File: src/rtl/memory_edit_sequencer_pkg.sv
// Shared types and constants for the lab1 RAM edit sequencer.
// Key indices double as pending-register bit positions.
package lab1_pkg;

    typedef enum logic [1:0] {
        IDLE   = 2'd0,
        WRITE  = 2'd1,
        SETTLE = 2'd2
    } seq_state_t;

    localparam int KEY_ADDR_INC = 3;
    localparam int KEY_ADDR_DEC = 2;
    localparam int KEY_DATA_INC = 1;
    localparam int KEY_DATA_DEC = 0;

    localparam int ADDR_W = 4;
    localparam int DATA_W = 8;

endpackage

File: src/rtl/memory_edit_sequencer_if.sv
// RAM port bundle: the sequencer drives address/data/enable,
// the memory returns registered read data.
interface memory_edit_sequencer_if;
    import lab1_pkg::*;

    logic [ADDR_W-1:0] a;
    logic [DATA_W-1:0] din;
    logic              we;
    logic [DATA_W-1:0] dout;

    modport master (
        output a,
        output din,
        output we,
        input  dout
    );

    modport slave (
        input  a,
        input  din,
        input  we,
        output dout
    );

endinterface

File: src/rtl/memory_edit_sequencer_debounce.sv
// Per-key synchronizer and debouncer; emits a one-cycle pulse
// when the accepted level goes from released to pressed.
module key_debounce #(
    parameter int DEBOUNCE_CYCLES = 50000
) (
    input  logic clk,
    input  logic reset,
    input  logic key_n,
    output logic level,
    output logic press
);

    localparam int CW = (DEBOUNCE_CYCLES > 1) ? $clog2(DEBOUNCE_CYCLES) : 1;

    logic          sync_1;
    logic          sync_2;
    logic [CW-1:0] count;

    always_ff @(posedge clk or posedge reset) begin
        if (reset) begin
            sync_1 <= 1'b1;
            sync_2 <= 1'b1;
            level  <= 1'b1;
            count  <= '0;
            press  <= 1'b0;
        end else begin
            sync_1 <= key_n;
            sync_2 <= sync_1;
            press  <= 1'b0;
            // Any sample matching the accepted level restarts the stability window.
            if (sync_2 == level) begin
                count <= '0;
            end else if (count == CW'(DEBOUNCE_CYCLES - 1)) begin
                count <= '0;
                level <= sync_2;
                press <= ~sync_2;
            end else begin
                count <= count + 1'b1;
            end
        end
    end

endmodule

File: src/rtl/memory_edit_sequencer.sv
// Turns debounced key presses into address steps or read-modify-write
// data steps on the lab1 16x8 RAM, one operation at a time.
module memory_edit_sequencer
    import lab1_pkg::*;
#(
    parameter int DEBOUNCE_CYCLES = 50000
) (
    input  logic                    clk,
    input  logic                    reset,
    input  logic [3:0]              KEY,
    memory_edit_sequencer_if.master ram,
    output logic                    busy
);

    seq_state_t        state;
    seq_state_t        next_state;
    logic [3:0]        key_level;
    logic [3:0]        press;
    logic [3:0]        pending;
    logic [3:0]        launch;
    logic [ADDR_W-1:0] a_next;
    logic [DATA_W-1:0] din_next;
    logic              we_next;

    for (genvar i = 0; i < 4; i++) begin : g_key
        key_debounce #(
            .DEBOUNCE_CYCLES(DEBOUNCE_CYCLES)
        ) u_db (
            .clk   (clk),
            .reset (reset),
            .key_n (KEY[i]),
            .level (key_level[i]),
            .press (press[i])
        );
    end

    always_ff @(posedge clk or posedge reset) begin
        if (reset) begin
            state   <= IDLE;
            pending <= '0;
            ram.a   <= '0;
            ram.din <= '0;
            ram.we  <= 1'b0;
        end else begin
            state   <= next_state;
            // A fresh press outranks the launch clear of the same bit.
            pending <= (pending & ~launch) | press;
            ram.a   <= a_next;
            ram.din <= din_next;
            ram.we  <= we_next;
        end
    end

    always_comb begin
        next_state = state;
        launch     = '0;
        case (state)
            IDLE: begin
                if (|pending) begin
                    priority case (1'b1)
                        pending[KEY_ADDR_INC]: launch[KEY_ADDR_INC] = 1'b1;
                        pending[KEY_ADDR_DEC]: launch[KEY_ADDR_DEC] = 1'b1;
                        pending[KEY_DATA_INC]: launch[KEY_DATA_INC] = 1'b1;
                        default:               launch[KEY_DATA_DEC] = 1'b1;
                    endcase
                    if (launch[KEY_ADDR_INC] || launch[KEY_ADDR_DEC]) begin
                        next_state = SETTLE;
                    end else begin
                        next_state = WRITE;
                    end
                end
            end
            WRITE:   next_state = SETTLE;
            SETTLE:  next_state = IDLE;
            default: next_state = IDLE;
        endcase
    end

    always_comb begin
        a_next   = ram.a;
        din_next = ram.din;
        we_next  = 1'b0;
        if (launch[KEY_ADDR_INC]) begin
            a_next = ram.a + 1'b1;
        end else if (launch[KEY_ADDR_DEC]) begin
            a_next = ram.a - 1'b1;
        end else if (launch[KEY_DATA_INC]) begin
            din_next = ram.dout + 1'b1;
            we_next  = 1'b1;
        end else if (launch[KEY_DATA_DEC]) begin
            din_next = ram.dout - 1'b1;
            we_next  = 1'b1;
        end
    end

    assign busy = (state != IDLE);

endmodule

File: src/flat_wrapper.sv
// flat-port wrapper written by rule: the top's interface ports become plain ports
module memory_edit_sequencer_flat import lab1_pkg::*;
#(
    parameter int DEBOUNCE_CYCLES = 50000
)
  (clk, reset, KEY, busy, ram_a, ram_din, ram_we, ram_dout);
  memory_edit_sequencer_if ram_i ();
  input  logic clk;
  input  logic reset;
  input  logic [3:0] KEY;
  output logic busy;
  output wire logic [$bits(ram_i.a)-1:0] ram_a;
  output wire logic [$bits(ram_i.din)-1:0] ram_din;
  output wire logic [$bits(ram_i.we)-1:0] ram_we;
  input wire logic [$bits(ram_i.dout)-1:0] ram_dout;
  assign ram_a = ram_i.a;
  assign ram_din = ram_i.din;
  assign ram_we = ram_i.we;
  assign ram_i.dout = ram_dout;
  memory_edit_sequencer #(.DEBOUNCE_CYCLES(DEBOUNCE_CYCLES)) u_core (.clk(clk), .reset(reset), .KEY(KEY), .ram(ram_i), .busy(busy));
endmodule
File: config.mk
export PLATFORM = sky130hd
export DESIGN_NAME = memory_edit_sequencer_flat
export DESIGN_NICKNAME = d
export VERILOG_FILES = /design/src/rtl/memory_edit_sequencer_pkg.sv /design/src/rtl/memory_edit_sequencer_if.sv /design/src/rtl/memory_edit_sequencer_debounce.sv /design/src/rtl/memory_edit_sequencer.sv /design/src/flat_wrapper.sv
export SDC_FILE = /design/constraint.sdc
export NUM_CORES = 1
export LEC_CHECK = 0
export ABC_AREA = 0
export ABC_CLOCK_PERIOD_IN_PS = 3800
export CAP_MARGIN = 20
export CORE_UTILIZATION = 45
export CTS_CLUSTER_DIAMETER = 60
export DETAILED_ROUTE_END_ITERATION = 12
export REMOVE_ABC_BUFFERS = 1
export SETUP_SLACK_MARGIN = 0.5
export SLEW_MARGIN = 20
export SYNTH_ARGS = -nofsm -noshare
export SYNTH_HDL_FRONTEND = slang
export SYNTH_SLANG_ARGS = --single-unit
File: constraint.sdc
create_clock -name clk -period 3.8 [get_ports clk]
set_input_delay 0.76 -clock clk [delete_from_list [all_inputs] [get_ports clk]]
set_output_delay 0.76 -clock clk [all_outputs]
set_load 0.05 [all_outputs]
==> impl_metrics.env <==
export IMPL_status="finished, final reports clean"
export IMPL_critPathKind="register to primary output"
export IMPL_ys_ff_latch=99
export IMPL_core_rowCount=37
export IMPL_core_mm2=0.01032
export IMPL_dp_cells=609
export IMPL_yosysWarnings=0
export IMPL_cp_end_kind="primary output"
export IMPL_clk_pin_slew_ns=0.11
export IMPL_syn_area_per_cell_um2=10.55
export IMPL_io_buffer_count=27
export IMPL_vias_per_cell=5.422
export IMPL_initial_utilization=0.4621
export IMPL_clockBufferDepth=2
export IMPL_syn_to_final_growth_pct=13.06
export IMPL_max_cap_viol_count=0
export IMPL_finalCriticalPeriod_ns=2.570
export IMPL_holdCritPathClass="register to register"
export IMPL_rsz0062_at_grt="false"
export IMPL_layout_nets=512
export IMPL_dpl_cell_area_mm2=0.005207
export IMPL_finalHoldViolations=0
export IMPL_tns_ns=0
export IMPL_routabilityCongestion=0.7619
export IMPL_dieArea_mm2=0.01102
export IMPL_route_detailed_drc=0
export IMPL_cts_htree_levels=3
export IMPL_worst_path_max_fanout=5
export IMPL_synth_top_flop_cell="dfrtp_1"
export IMPL_p_per_area_mw_per_mm2=337.9
export IMPL_finClkSkew_ns=0.01953
export IMPL_final_area_mm2=0.005394
export IMPL_numCtsBuffers=9
export IMPL_holdBufCountCts=0
export IMPL_p_leak_nw=2.327
export IMPL_drv_slew=0
export IMPL_start_kind="register"
export IMPL_first_iter_violations=136
export IMPL_clock_latency_ns=0.37
export IMPL_p_total_mw=1.823
export IMPL_wl_um=8892
export IMPL_ios=28
export IMPL_setup_viol=0
export IMPL_holdWs_ns=0.3601
export IMPL_worstPathArrival_ns=1.81
export IMPL_grt_ovfl_total=0
export IMPL_ant_nets=0
export IMPL_ys_types=47
export IMPL_cts_setup_buffers=0
export IMPL_wl_per_cell_um=14.23
export IMPL_vdd_drop_max_mv=0.2000
export IMPL_final_cell_count_no_fill=625
export IMPL_groute_usage_overall=0.1794
export IMPL_dr_pass1_iters=4
export IMPL_drive_gt1_frac=0.09816
export IMPL_clock_sinks=99
export IMPL_root_buffer="clkbuf_8"
export IMPL_hpwlAfterDp_um=6190
export IMPL_grt_pass1_wl_um=15940
export IMPL_crit_slowest_cell="clkdlybuf4s50_1"
export IMPL_yosysSeqAreaShare=0.5224
export IMPL_netlist_instances=452
export IMPL_period_share=0.6763
export IMPL_synthArstFlopShare=1.000
export IMPL_worst_ep_required_time_ns=3.04
export IMPL_max_freq_mhz=389.1
export IMPL_grt_antenna_before_repair=0
export IMPL_critPathMaxStageDelay_ns=0.82
export IMPL_grt_max_degree=51
export IMPL_grt_pass1_vias=3397
export IMPL_cts_tree="built"
export IMPL_diodes=0
export IMPL_max_slew_margin=0.5690
export IMPL_tightestPinTransition_ns=0.6465
export IMPL_ctsResizeCount=0
export IMPL_die_w_um=105.0
export IMPL_synth_edf_count=0
export IMPL_crit_path_cell_trace="nor2_1 -> inv_1 -> clkdlybuf4s50_1"
export IMPL_syn_area_mm2=0.004771
export IMPL_via_count=3389
export IMPL_die_y_um=105.0
==> worst paths after layout <==
| check | start | end | slack, ns | cells after the start |
|---|---|---|---|---|
| setup / recovery | u_core.state[1]$_DFFE_PP0P_ | busy | 1.23 | 3 |
| hold / removal | u_core.g_key[0].u_db.sync_1$_DFF_PP1_ | u_core.g_key[0].u_db.sync_2$_DFF_PP1_ | 0.36 | 0 |
| setup reg to reg | u_core.pending[3]$_DFF_PP0_ | u_core.ram.din[6]$_DFFE_PP0P_ | 1.29 | 7 |
| hold reg to reg | u_core.g_key[0].u_db.sync_1$_DFF_PP1_ | u_core.g_key[0].u_db.sync_2$_DFF_PP1_ | 0.36 | 0 |
| max in group asynchronous | reset | u_core.g_key[0].u_db.level$_DFFE_PP1P_ | 2.25 | 3 |
| min in group asynchronous | reset | u_core.g_key[2].u_db.count[14]$_DFF_PP0_ | 0.82 | 2 |
==> kinds of logic after synthesis <==
group | share of synthesized area
and+or+nand+nor | 0.2363
buffers and inverters | 0.01574
adders and majority gates | 0.03986
muxes | 0.01390
xor gates and xnor gates | 0.09914
AOI/OAI and AO/OA | 0.07265
DFF | 0.5224
==> sequential cells by signal, summed over array words and instances (netlist names) <==
name                      cells
u_core.g_key.u_db.sync_1      4
u_core.g_key.u_db.level       4
u_core.g_key.u_db.press       4
u_core.g_key.u_db.sync_2      4
u_core.ram.a                  4
u_core.state                  2
u_core.ram.din                8
u_core.pending                4
u_core.g_key.u_db.count      64
u_core.ram.we                 1
==> area by class of cell <==
type / count / area (um^2)
Clock inverter: 6 / 45.04
Sequential cell: 99 / 2492
Tap cell: 136 / 170.2
Multi-Input combinational cell: 333 / 2207
Fill cell: 932 / 4930
Timing Repair Buffer: 28 / 290.3
Inverter: 13 / 51.30
Clock buffer: 10 / 137.6
==> per-stage QoR <==
| stage | setup WS (ns) | util |
|---|---|---|
| global placement | 1.127 | 0.5044 |
| finish | 1.230 | 0.5225 |
| floorplan | 0.4694 | - |
| CTS | 1.195 | 0.5221 |
| global route | 1.081 | 0.5225 |
| detailed placement | 1.098 | 0.5044 |
==> where the power goes <==
part | switching (mW) | internal, mW
Clock | 0.378 | 0.263
Combinational | 0.0577 | 0.0379
Sequential | 0.0141 | 1.07
==> worst max-delay path, delay by kind of cell (launching register included) <==
kind	cells	cell delay [ns]
and+or+nand+nor	1	0.08
DFF	1	0.41
buffers and inverters	2	0.95
==> cell usage after synthesis (all sizes together), types with 13 or more instances <==
cell type / n / area, um^2
xor2: 26 / 227.7
and3: 15 / 93.84
nand4: 20 / 125.1
a21oi: 19 / 95.09
dfrtp: 87 / 2177
inv: 13 / 48.80
xnor2: 28 / 245.2
nand3: 24 / 147.7
nor2: 54 / 202.7
nand2: 31 / 116.4
o21ai: 16 / 80.07
==> placed cells by master, fill, tap and decap left out, types with 8 or more instances in the layout <==
cell and n:
clkbuf_8 10, a21oi_1 19, nand2_1 31, dfrtp_1 87, or3_1 8, dfstp_2 12, and3_1 15, nand3_1 20
xnor2_1 28, o21ai_0 15, inv_1 12, clkdlybuf4s50_1 27, nand4_1 20, nor2_1 54, ha_1 12, nor3_1 9
xor2_1 26
==> metal layers <==
metal	wire length [um]	track usage
met1	4456	0.2447
met4	84	0.04829
met2	4071	0.2824
met5	0	0
met3	280	0.04803
(Power assumes the default switching activity.)
